<file path="config.mk">
export PLATFORM = sky130hd
export DESIGN_NAME = contador_ud_ctrl_flat
export DESIGN_NICKNAME = d
export VERILOG_FILES = /design/src/rtl/contador_ud_ctrl_pkg.sv /design/src/rtl/contador_ud_ctrl_if.sv /design/src/rtl/contador_ud_ctrl_gerador_tick.sv /design/src/rtl/contador_ud_ctrl.sv /design/src/flat_wrapper.sv
export SDC_FILE = /design/constraint.sdc
export NUM_CORES = 1
export LEC_CHECK = 0
export CAP_MARGIN = 10
export CORE_MARGIN = 4
export CORE_UTILIZATION = 60
export CTS_CLUSTER_DIAMETER = 120
export CTS_CLUSTER_SIZE = 20
export DETAILED_ROUTE_END_ITERATION = 6
export PLACE_DENSITY = 0.91
export RECOVER_POWER = 25
export SKIP_LAST_GASP = 1
export SYNTH_ARGS = -nofsm -noshare
export SYNTH_HDL_FRONTEND = slang
export SYNTH_SLANG_ARGS = --single-unit
</file>
<file path="constraint.sdc">
create_clock -name clock -period 6.1 [get_ports clock]
set_input_delay 1.525 -clock clock [delete_from_list [all_inputs] [get_ports clock]]
set_output_delay 1.525 -clock clock [all_outputs]
set_load 0.02 [all_outputs]
</file>
<file path="src/rtl/contador_ud_ctrl_pkg.sv">
// Shared types and defaults for the bounded up/down counter sequencer.
package contador_pkg;

   localparam int WIDTH_DEF   = 4;
   localparam int PRESC_W_DEF = 8;

   typedef enum logic [1:0] {
      UP_ONCE    = 2'd0,
      DOWN_ONCE  = 2'd1,
      PINGPONG   = 2'd2,
      PINGPONG_N = 2'd3
   } mode_t;

   typedef enum logic [1:0] {
      IDLE = 2'd0,
      UP   = 2'd1,
      DOWN = 2'd2,
      DONE = 2'd3
   } state_t;

   // A round-trip request of zero still runs one full trip.
   function automatic logic [3:0] alvo_ciclos(input logic [3:0] ciclos);
      return (ciclos == 4'd0) ? 4'd1 : ciclos;
   endfunction

endpackage

</file>
<file path="src/rtl/contador_ud_ctrl_if.sv">
// Command/status bundle between the control logic (master) and the counter sequencer (slave).
interface contador_ud_ctrl_if #(
   parameter int WIDTH   = 4,
   parameter int PRESC_W = 8
) ();

   logic               start;
   logic               stop;
   logic [1:0]         mode;
   logic [WIDTH-1:0]   lim_lo;
   logic [WIDTH-1:0]   lim_hi;
   logic [PRESC_W-1:0] presc;
   logic [3:0]         ciclos;
   logic [WIDTH-1:0]   saida;
   logic               direcao;
   logic               busy;
   logic               done;
   logic               erro;

   modport master (
      output start, stop, mode, lim_lo, lim_hi, presc, ciclos,
      input  saida, direcao, busy, done, erro
   );

   modport slave (
      input  start, stop, mode, lim_lo, lim_hi, presc, ciclos,
      output saida, direcao, busy, done, erro
   );

endinterface

</file>
<file path="src/rtl/contador_ud_ctrl_gerador_tick.sv">
// Step prescaler: tick fires when the count reaches the period, then the count restarts at zero.
module gerador_tick #(
   parameter int PRESC_W = 8
) (
   input  logic               clock,
   input  logic               resert,
   input  logic               clr,
   input  logic               en,
   input  logic [PRESC_W-1:0] periodo,
   output logic               tick
);

   localparam logic [PRESC_W-1:0] UM = {{(PRESC_W-1){1'b0}}, 1'b1};

   logic [PRESC_W-1:0] cnt_r;
   logic [PRESC_W-1:0] cnt_s;

   assign tick = en && (cnt_r == periodo);

   // Next prescaler count: clear wins, otherwise wrap on tick or advance while enabled.
   always_comb begin
      cnt_s = cnt_r;
      if (clr) begin
         cnt_s = '0;
      end else if (en) begin
         if (tick) begin
            cnt_s = '0;
         end else begin
            cnt_s = cnt_r + UM;
         end
      end else begin
         cnt_s = cnt_r;
      end
   end

   // Prescaler count register.
   always_ff @(posedge clock or posedge resert) begin
      if (resert) begin
         cnt_r <= '0;
      end else begin
         cnt_r <= cnt_s;
      end
   end

endmodule

</file>
<file path="src/rtl/contador_ud_ctrl.sv">
// Bounded up/down counter sequencer: single or ping-pong sweeps between shadowed limits,
// one step per prescaler tick, with a one-step dwell at each turning point.
module contador_ud_ctrl
   import contador_pkg::*;
#(
   parameter int WIDTH   = WIDTH_DEF,
   parameter int PRESC_W = PRESC_W_DEF
) (
   input  logic              clock,
   input  logic              resert,
   contador_ud_ctrl_if.slave bus
);

   localparam logic [WIDTH-1:0] UM = {{(WIDTH-1){1'b0}}, 1'b1};

   state_t             state_r,  state_s;
   mode_t              mode_r,   mode_s;
   logic [WIDTH-1:0]   lo_r,     lo_s;
   logic [WIDTH-1:0]   hi_r,     hi_s;
   logic [PRESC_W-1:0] presc_r,  presc_s;
   logic [3:0]         ciclos_r, ciclos_s;
   logic [3:0]         rt_r,     rt_s;
   logic [WIDTH-1:0]   saida_r,  saida_s;
   logic               dir_r,    dir_s;
   logic               busy_r,   busy_s;
   logic               done_r,   done_s;
   logic               erro_r,   erro_s;
   logic               tick_s;
   logic               clr_s;

   // The prescaler only runs while sweeping, so every load starts it from zero.
   assign clr_s = (state_r != UP) && (state_r != DOWN);

   gerador_tick #(.PRESC_W(PRESC_W)) u_tick (
      .clock   (clock),
      .resert  (resert),
      .clr     (clr_s),
      .en      (!clr_s),
      .periodo (presc_r),
      .tick    (tick_s)
   );

   // Next-state, shadow and datapath decisions; stop outranks a coincident tick.
   always_comb begin
      state_s  = state_r;
      mode_s   = mode_r;
      lo_s     = lo_r;
      hi_s     = hi_r;
      presc_s  = presc_r;
      ciclos_s = ciclos_r;
      rt_s     = rt_r;
      saida_s  = saida_r;
      dir_s    = dir_r;
      busy_s   = busy_r;
      done_s   = 1'b0;
      erro_s   = erro_r;
      case (state_r)
         IDLE: begin
            if (bus.start) begin
               if (bus.lim_lo > bus.lim_hi) begin
                  erro_s = 1'b1;
               end else begin
                  mode_s   = mode_t'(bus.mode);
                  lo_s     = bus.lim_lo;
                  hi_s     = bus.lim_hi;
                  presc_s  = bus.presc;
                  ciclos_s = bus.ciclos;
                  rt_s     = 4'd0;
                  erro_s   = 1'b0;
                  busy_s   = 1'b1;
                  if (mode_t'(bus.mode) == DOWN_ONCE) begin
                     saida_s = bus.lim_hi;
                     dir_s   = 1'b1;
                     state_s = DOWN;
                  end else begin
                     saida_s = bus.lim_lo;
                     dir_s   = 1'b0;
                     state_s = UP;
                  end
               end
            end else begin
               state_s = IDLE;
            end
         end
         UP: begin
            if (bus.stop) begin
               state_s = IDLE;
               busy_s  = 1'b0;
            end else if (tick_s) begin
               if (saida_r < hi_r) begin
                  saida_s = saida_r + UM;
               end else if (mode_r == UP_ONCE) begin
                  state_s = DONE;
                  busy_s  = 1'b0;
                  done_s  = 1'b1;
               end else begin
                  dir_s   = 1'b1;
                  state_s = DOWN;
               end
            end else begin
               state_s = UP;
            end
         end
         DOWN: begin
            if (bus.stop) begin
               state_s = IDLE;
               busy_s  = 1'b0;
            end else if (tick_s) begin
               if (saida_r > lo_r) begin
                  saida_s = saida_r - UM;
               end else begin
                  case (mode_r)
                     PINGPONG: begin
                        dir_s   = 1'b0;
                        state_s = UP;
                     end
                     PINGPONG_N: begin
                        rt_s = rt_r + 4'd1;
                        if (rt_s == alvo_ciclos(ciclos_r)) begin
                           state_s = DONE;
                           busy_s  = 1'b0;
                           done_s  = 1'b1;
                        end else begin
                           dir_s   = 1'b0;
                           state_s = UP;
                        end
                     end
                     default: begin
                        state_s = DONE;
                        busy_s  = 1'b0;
                        done_s  = 1'b1;
                     end
                  endcase
               end
            end else begin
               state_s = DOWN;
            end
         end
         DONE: begin
            state_s = IDLE;
         end
         default: begin
            state_s = IDLE;
            busy_s  = 1'b0;
         end
      endcase
   end

   // State, shadow configuration and output registers.
   always_ff @(posedge clock or posedge resert) begin
      if (resert) begin
         state_r  <= IDLE;
         mode_r   <= UP_ONCE;
         lo_r     <= '0;
         hi_r     <= '0;
         presc_r  <= '0;
         ciclos_r <= 4'd0;
         rt_r     <= 4'd0;
         saida_r  <= '0;
         dir_r    <= 1'b0;
         busy_r   <= 1'b0;
         done_r   <= 1'b0;
         erro_r   <= 1'b0;
      end else begin
         state_r  <= state_s;
         mode_r   <= mode_s;
         lo_r     <= lo_s;
         hi_r     <= hi_s;
         presc_r  <= presc_s;
         ciclos_r <= ciclos_s;
         rt_r     <= rt_s;
         saida_r  <= saida_s;
         dir_r    <= dir_s;
         busy_r   <= busy_s;
         done_r   <= done_s;
         erro_r   <= erro_s;
      end
   end

   assign bus.saida   = saida_r;
   assign bus.direcao = dir_r;
   assign bus.busy    = busy_r;
   assign bus.done    = done_r;
   assign bus.erro    = erro_r;

endmodule
</file>
<file path="src/flat_wrapper.sv">
// flat-port wrapper written by rule: the top's interface ports become plain ports
module contador_ud_ctrl_flat import contador_pkg::*;
#(
   parameter int WIDTH   = WIDTH_DEF,
   parameter int PRESC_W = PRESC_W_DEF
)
  (clock, resert, bus_start, bus_stop, bus_mode, bus_lim_lo, bus_lim_hi, bus_presc, bus_ciclos, bus_saida, bus_direcao, bus_busy, bus_done, bus_erro);
  contador_ud_ctrl_if #(.WIDTH(WIDTH), .PRESC_W(PRESC_W)) bus_i ();
  input  logic clock;
  input  logic resert;
  input wire logic [$bits(bus_i.start)-1:0] bus_start;
  input wire logic [$bits(bus_i.stop)-1:0] bus_stop;
  input wire logic [$bits(bus_i.mode)-1:0] bus_mode;
  input wire logic [$bits(bus_i.lim_lo)-1:0] bus_lim_lo;
  input wire logic [$bits(bus_i.lim_hi)-1:0] bus_lim_hi;
  input wire logic [$bits(bus_i.presc)-1:0] bus_presc;
  input wire logic [$bits(bus_i.ciclos)-1:0] bus_ciclos;
  output wire logic [$bits(bus_i.saida)-1:0] bus_saida;
  output wire logic [$bits(bus_i.direcao)-1:0] bus_direcao;
  output wire logic [$bits(bus_i.busy)-1:0] bus_busy;
  output wire logic [$bits(bus_i.done)-1:0] bus_done;
  output wire logic [$bits(bus_i.erro)-1:0] bus_erro;
  assign bus_i.start = bus_start;
  assign bus_i.stop = bus_stop;
  assign bus_i.mode = bus_mode;
  assign bus_i.lim_lo = bus_lim_lo;
  assign bus_i.lim_hi = bus_lim_hi;
  assign bus_i.presc = bus_presc;
  assign bus_i.ciclos = bus_ciclos;
  assign bus_saida = bus_i.saida;
  assign bus_direcao = bus_i.direcao;
  assign bus_busy = bus_i.busy;
  assign bus_done = bus_i.done;
  assign bus_erro = bus_i.erro;
  contador_ud_ctrl #(.WIDTH(WIDTH), .PRESC_W(PRESC_W)) u_core (.clock(clock), .resert(resert), .bus(bus_i));
endmodule
</file>
Word level (Yosys, flattened, before mapping) --
Index checks and enable logic that the tools add are counted.
Word-level totals: input bits 26, register bits after elaboration 44, output and inout port bits 8, word-level logic and storage cells 139
Operators by class: add/subtract/negate cells 4, $lt $le $gt $ge 3, bitwise gates (word level) 1, muxes and demuxes 69, eq/ne operators 34, reduce and logical (&&, ||, !) cells 15
Operators with widths (number):
- 4-bit 2-to-1 mux | 16
- 1-bit 2-to-1 mux | 31
- 2-bit 2-to-1 mux | 10
- 2-bit != test (second input constant) | 9
- 3-bit != test (second input constant) | 6
- 8-bit 2-to-1 mux | 2
- 4-bit one-hot mux with 3 select lines | 1
- 12-bit AND reduction | 1
- 2-bit by 1-bit != test with 1-bit output (second input constant) | 5
- 10-bit AND reduction | 1
- 3-bit by 2-bit != test with 1-bit output (second input constant) | 3
- 9-bit AND reduction | 1
- 4-bit by 1-bit adder with 4-bit output (second input constant) | 2
- 8-bit by 1-bit adder with 8-bit output (second input constant) | 1
- 2-bit == test (second input constant) | 4
- 8-bit == test | 1
- 4-bit greater-than comparator | 2
- 4-bit != test (second input constant) | 2
- 1-bit one-hot mux with 2 select lines | 4
- 2-bit one-hot mux with 4 select lines | 1
- 4-bit one-hot mux with 2 select lines | 1
- 7-bit AND reduction | 1
- 1-bit one-hot mux with 3 select lines | 2
- 3-bit AND reduction | 2
- 14 further kinds | 17

Logic depth before layout (Yosys ltp) --
word-level depth 9, mapped depth 10, depth with buffers taken out 9

Modules after synthesis --
Synthesis repeated with hierarchy kept, for this count alone.
Unflattened totals: cell total of the unflattened synthesis 293, area, all modules 2869.0 um^2
By module, submodules not included:
- contador_ud_ctrl | seq. area each 900.9 um^2, times used 1, area an instance 2328.5 um^2, cells each 240
- gerador_tick | seq. area each 200.2 um^2, times used 1, area an instance 540.5 um^2, cells each 53

Least setup slack after synthesis --
No wires, ideal clock.
kind input to register, from in bus_lim_hi[1], to reg u_core.lo_r[0], cell stages on the path 9, data required time 5.975 ns, path buffers 2, arrival time 3.285 ns, path slack 2.690 ns, path through inv_1 > ha_1 > nor2b_1 > o211ai_1 > nand2_1 > a21oi_1 > buf_2 > buf_1 > mux2_2
Between the ends: word-level cells in the longest chain between the ends 3
RTL lines:
- start, declared | line flat_wrapper.sv:15 | input wire logic [$bits(bus_i.lim_hi)-1:0] bus_lim_hi;
- 4-bit greater-than comparator | line contador_ud_ctrl.sv:60 | if (bus.lim_lo > bus.lim_hi) begin
- 1-bit inverter (no source line)
- 3-bit AND reduction (no source line)
- end signal, assigned | line contador_ud_ctrl.sv:167 | lo_r <= lo_s;
- end, declared | line contador_ud_ctrl.sv:18 | logic [WIDTH-1:0] lo_r, lo_s;
Every way passes these cells. A chain may end at the register's enable or synchronous reset.

Worst setup path in the final report --
from in bus_lim_hi[1], to reg u_core.presc_r[7]
Between the ends: word-level cells in the longest chain between the ends 3
RTL lines:
- 4-bit greater-than comparator | line contador_ud_ctrl.sv:60
- 1-bit inverter (no source line)
- 3-bit AND reduction (no source line)
- end signal, assigned | line contador_ud_ctrl.sv:169 | presc_r <= presc_s;
- end, declared | line contador_ud_ctrl.sv:20 | logic [PRESC_W-1:0] presc_r, presc_s;
Every way passes these cells.

==> impl_results.md <==
- R2R setup slack: roughly 3.2 ns
- Antenna Nets Post-Route: 0
- Register area: roughly 0.0011 mm²
- Fill cells: ~300
- Core area: around 0.0041 mm²
- Setup TNS: 0 ns
- Failing checks: max-capacitance violations, max-slew violations
- Die area: 0.00557 mm²
- All-Layer GR Usage: 0.225
- Synth top area share: 0.414
- Commonest non-fill, non-tap cell in the layout: dfrtp_1
- Clock tree buffer depth: 2
- Final Hold Viols: 0
- Combinational power share: 0.444
- Flop pwr share: 0.395
- Worst hold path depth: 2
- Post-place instance area: 0.00305 mm²
- Worst-Skew Late Latency: a little over 0.3 ns
- Initial antenna violation count: 0
- Synthesis-to-layout area growth: 18.2%
- WP data required: 6.30 ns
- WL final: 5730 µm
- Critical path peak fanout: 18
- Power per cell area: 392 mW/mm²
- Post-CTS Setup Repair Bufs: 0
- Post-synthesis mux area share: 0.0883
- Drt first pass iters: 4
- Clock Power Share: 0.160
- Tcrit/Tclk final: 0.644
- Synth Area in Compound Gates: 0.141
- Die Y: between 70 and 80 µm
- FP Rows: 23
- Largest family of logic cells by synthesized area: simple AND/OR/NAND/NOR gates
- Ys async rst share: 1.00
- CTS Sinks: 44
- Finish-stage setup viols: 0
- CP Capture Type: flop
- Synthesized area: 0.00266 mm²
- Leakage power: about 1.4 nW
- Worst-path clk slew: approximately 0.090 ns
- Crit path DAT: 4.13 ns
- Cell internal pwr: approximately 0.74 mW
- Min-Delay Path Class: flop to flop
- Worst rel slew slack: -0.551
- Area occupied by multi-input gates: between 0.001 and 0.0015 mm²
- Total nets after synthesis: roughly 330
- CP Class: input port to flop
- CP Cell Sequence: clkdlybuf4s50_1 > inv_1 > ha_1 > nor2b_1 > o211ai_1 > nand2_1 > a21oi_2 > buf_4 > mux2_2
- Final instance area: around 0.0031 mm²
- Status: finished, violations left
- Layout cell share with drive strength beyond 1: 0.104
- Htree depth: 2
- Crit path depth: 9
- Cts-stage hold buffer count: 0
- DR iter-0 viols: ~140
- Layout Nets: around 360
- Clock skew: around 0.0092 ns
- Post-synth EDFFs: 0
- Top delay family on crit path: buffers and inverters
- GRT overflow: 0
- Root buffer cell: clkbuf_8
- Number of remaining DRC errors: 0
- Max cap viols: 1
- Mean post-synth cell area: 9.58 µm²
- CP max-delay cell: a21oi_2
- Chip Width: 74.6 µm
- Post-synthesis xor/xnor area fraction: 0.0658
- Worst reg2reg path depth: 7
- Vias in the first global route: about 2100
- Cell Count Post-Placement: 358
- Final estimated routing congestion in global placement: between 0.9 and 1
- Port Buffers: 33
- Worst Setup Start Kind: input port
- Cell taking the most area after synthesis: dfrtp_1
- F_max: 254 MHz
- Synth Flop Type: dfrtp_1
- Tmin final: 3.93 ns
- CP max stage delay: 0.58 ns
- Sw Share: 0.397
- Cts bufs inserted: 5
- Final std cells w/o fill: around 370
- CTS tree: built
- Commonest cells after routing, fill and taps aside: dfrtp_1, clkdlybuf4s50_1, nand2_1
- Simple-Gate Fraction of Synth Area: 0.152
- Psw: approximately 0.5 mW
- First-pass GRT wire length: between 9000 and 10000 µm
- Initial Util: 0.643
- Vias: between 2000 and 2500
- WL/cell: 15.6 µm
- HPWL Detailed: ~4200 µm
- Flops & latches, synth: 44
- RSZ-0062 raised after global routing: false
- Max VDD drop: approximately 0.0002 V
- Post-synthesis adder-cell area fraction: 0.102
- Via density: 5.86
- Cell variety after synth: 42
- Bufs and invs on worst path: 3
- Max Slew Vio Count: 45
- Top-level I/O count: 34
- Largest net degree at the start of global routing: 45
- Register area share after synthesis: 0.414
- Syn Inst Count: roughly 280
- CTS-repair resized insts: 0
- N_diodes: 0
- Largest cells by area after synthesis: dfrtp_1, ha_1, mux2_2, o21ai_0, xor2_1
- Synth Warn #: 0
- Worst Max-Slew Pin Slew: roughly 2.3 ns
routing by layer:
metal | global-route usage | vias to the layer above | share of wire
li1 | - | 1043 | -
met1 | 0.288 | 1021 | 0.43
met2 | 0.377 | 73 | 0.49
met3 | 0.0521 | 9 | 0.063
met4 | 0.0751 | 0 | 0.015
met5 | 0 | - | 0
power by group through the flow:
| stage | clock, mW | sequential (mW) | combinational, mW |
|---|---|---|---|
| after floorplan | 0 | 0.488 | 0.368 |
| after detailed placement | 0 | 0.491 | 0.539 |
| after CTS | 0.204 | 0.486 | 0.546 |
| after global routing | 0.215 | 0.500 | 0.607 |
| after global placement | 0 | 0.486 | 0.513 |
| final | 0.198 | 0.487 | 0.547 |
synth_stat cells (3+ instances only):
| cell type | count |
|---|---|
| and3_1 | 5 |
| o21bai_1 | 3 |
| nand3b_1 | 3 |
| nand2_1 | 28 |
| nor2_1 | 20 |
| inv_1 | 20 |
| nand4_1 | 3 |
| xor2_1 | 13 |
| xnor2_1 | 7 |
| mux2_2 | 19 |
| ha_1 | 20 |
| o21ai_0 | 25 |
| nor2b_1 | 3 |
| nand2b_1 | 5 |
| a211oi_1 | 3 |
| a21oi_1 | 13 |
| dfrtp_1 | 44 |
| a21o_1 | 4 |
| nand3_1 | 11 |
state kept, by name, indices dropped and copies added (netlist names):
signal,cells
u_core.presc_r,8
u_core.u_tick.cnt_r,8
u_core.bus.saida,4
u_core.ciclos_r,4
u_core.hi_r,4
u_core.lo_r,4
u_core.rt_r,4
u_core.mode_r,2
u_core.state_r,2
u_core.bus.busy,1
u_core.bus.direcao,1
u_core.bus.done,1
u_core.bus.erro,1
final timing paths:
| check | to | from |
|---|---|---|
| max | u_core.presc_r[7] | bus_lim_hi[1] |
| min | u_core.bus.erro | u_core.bus.erro |
| max reg2reg | u_core.rt_r[3] | u_core.state_r[0] |
| min reg2reg | u_core.bus.erro | u_core.bus.erro |
| max in group asynchronous | u_core.state_r[0] | resert |
| min in group asynchronous | u_core.presc_r[0] | resert |
logic make-up after synthesis:
| group | count (synthesis) |
|---|---|
| AND/OR/NAND/NOR | 84 |
| AO/OA/AOI/OAI | 62 |
| flip-flops | 44 |
| buffers and inverters | 26 |
| multiplexers | 21 |
| adder cells (fa/ha/maj) | 21 |
| XOR/XNOR | 20 |
layout make-up:
class                   instances  area share
clock inverters                 2     0.00477
repair buffers                 35       0.109
flip-flops and latches         44       0.350
clock buffers                   6      0.0262
multi-input cells             208       0.466
inverters                      21      0.0250
well taps                      50      0.0199
worst min-delay path, cell delays in order (launching register included):
cell and delay [ns]:
dfrtp_1 0.36, nand2_1 0.05, o21ai_0 0.06
through the flow:
step | total power, mW | hold WS, ns | setup WS [ns] | util
after floorplan | 0.856 | 0.482 | 2.69 | -
after global placement | 1.00 | 0.467 | 1.93 | 0.737
after detailed placement | 1.03 | 0.486 | 1.87 | 0.737
after CTS | 1.24 | 0.506 | 2.20 | 0.760
after global routing | 1.32 | 0.550 | 1.76 | 0.759
final | 1.23 | 0.499 | 2.17 | 0.759
Note: power is estimated with default switching activity, not from simulation.
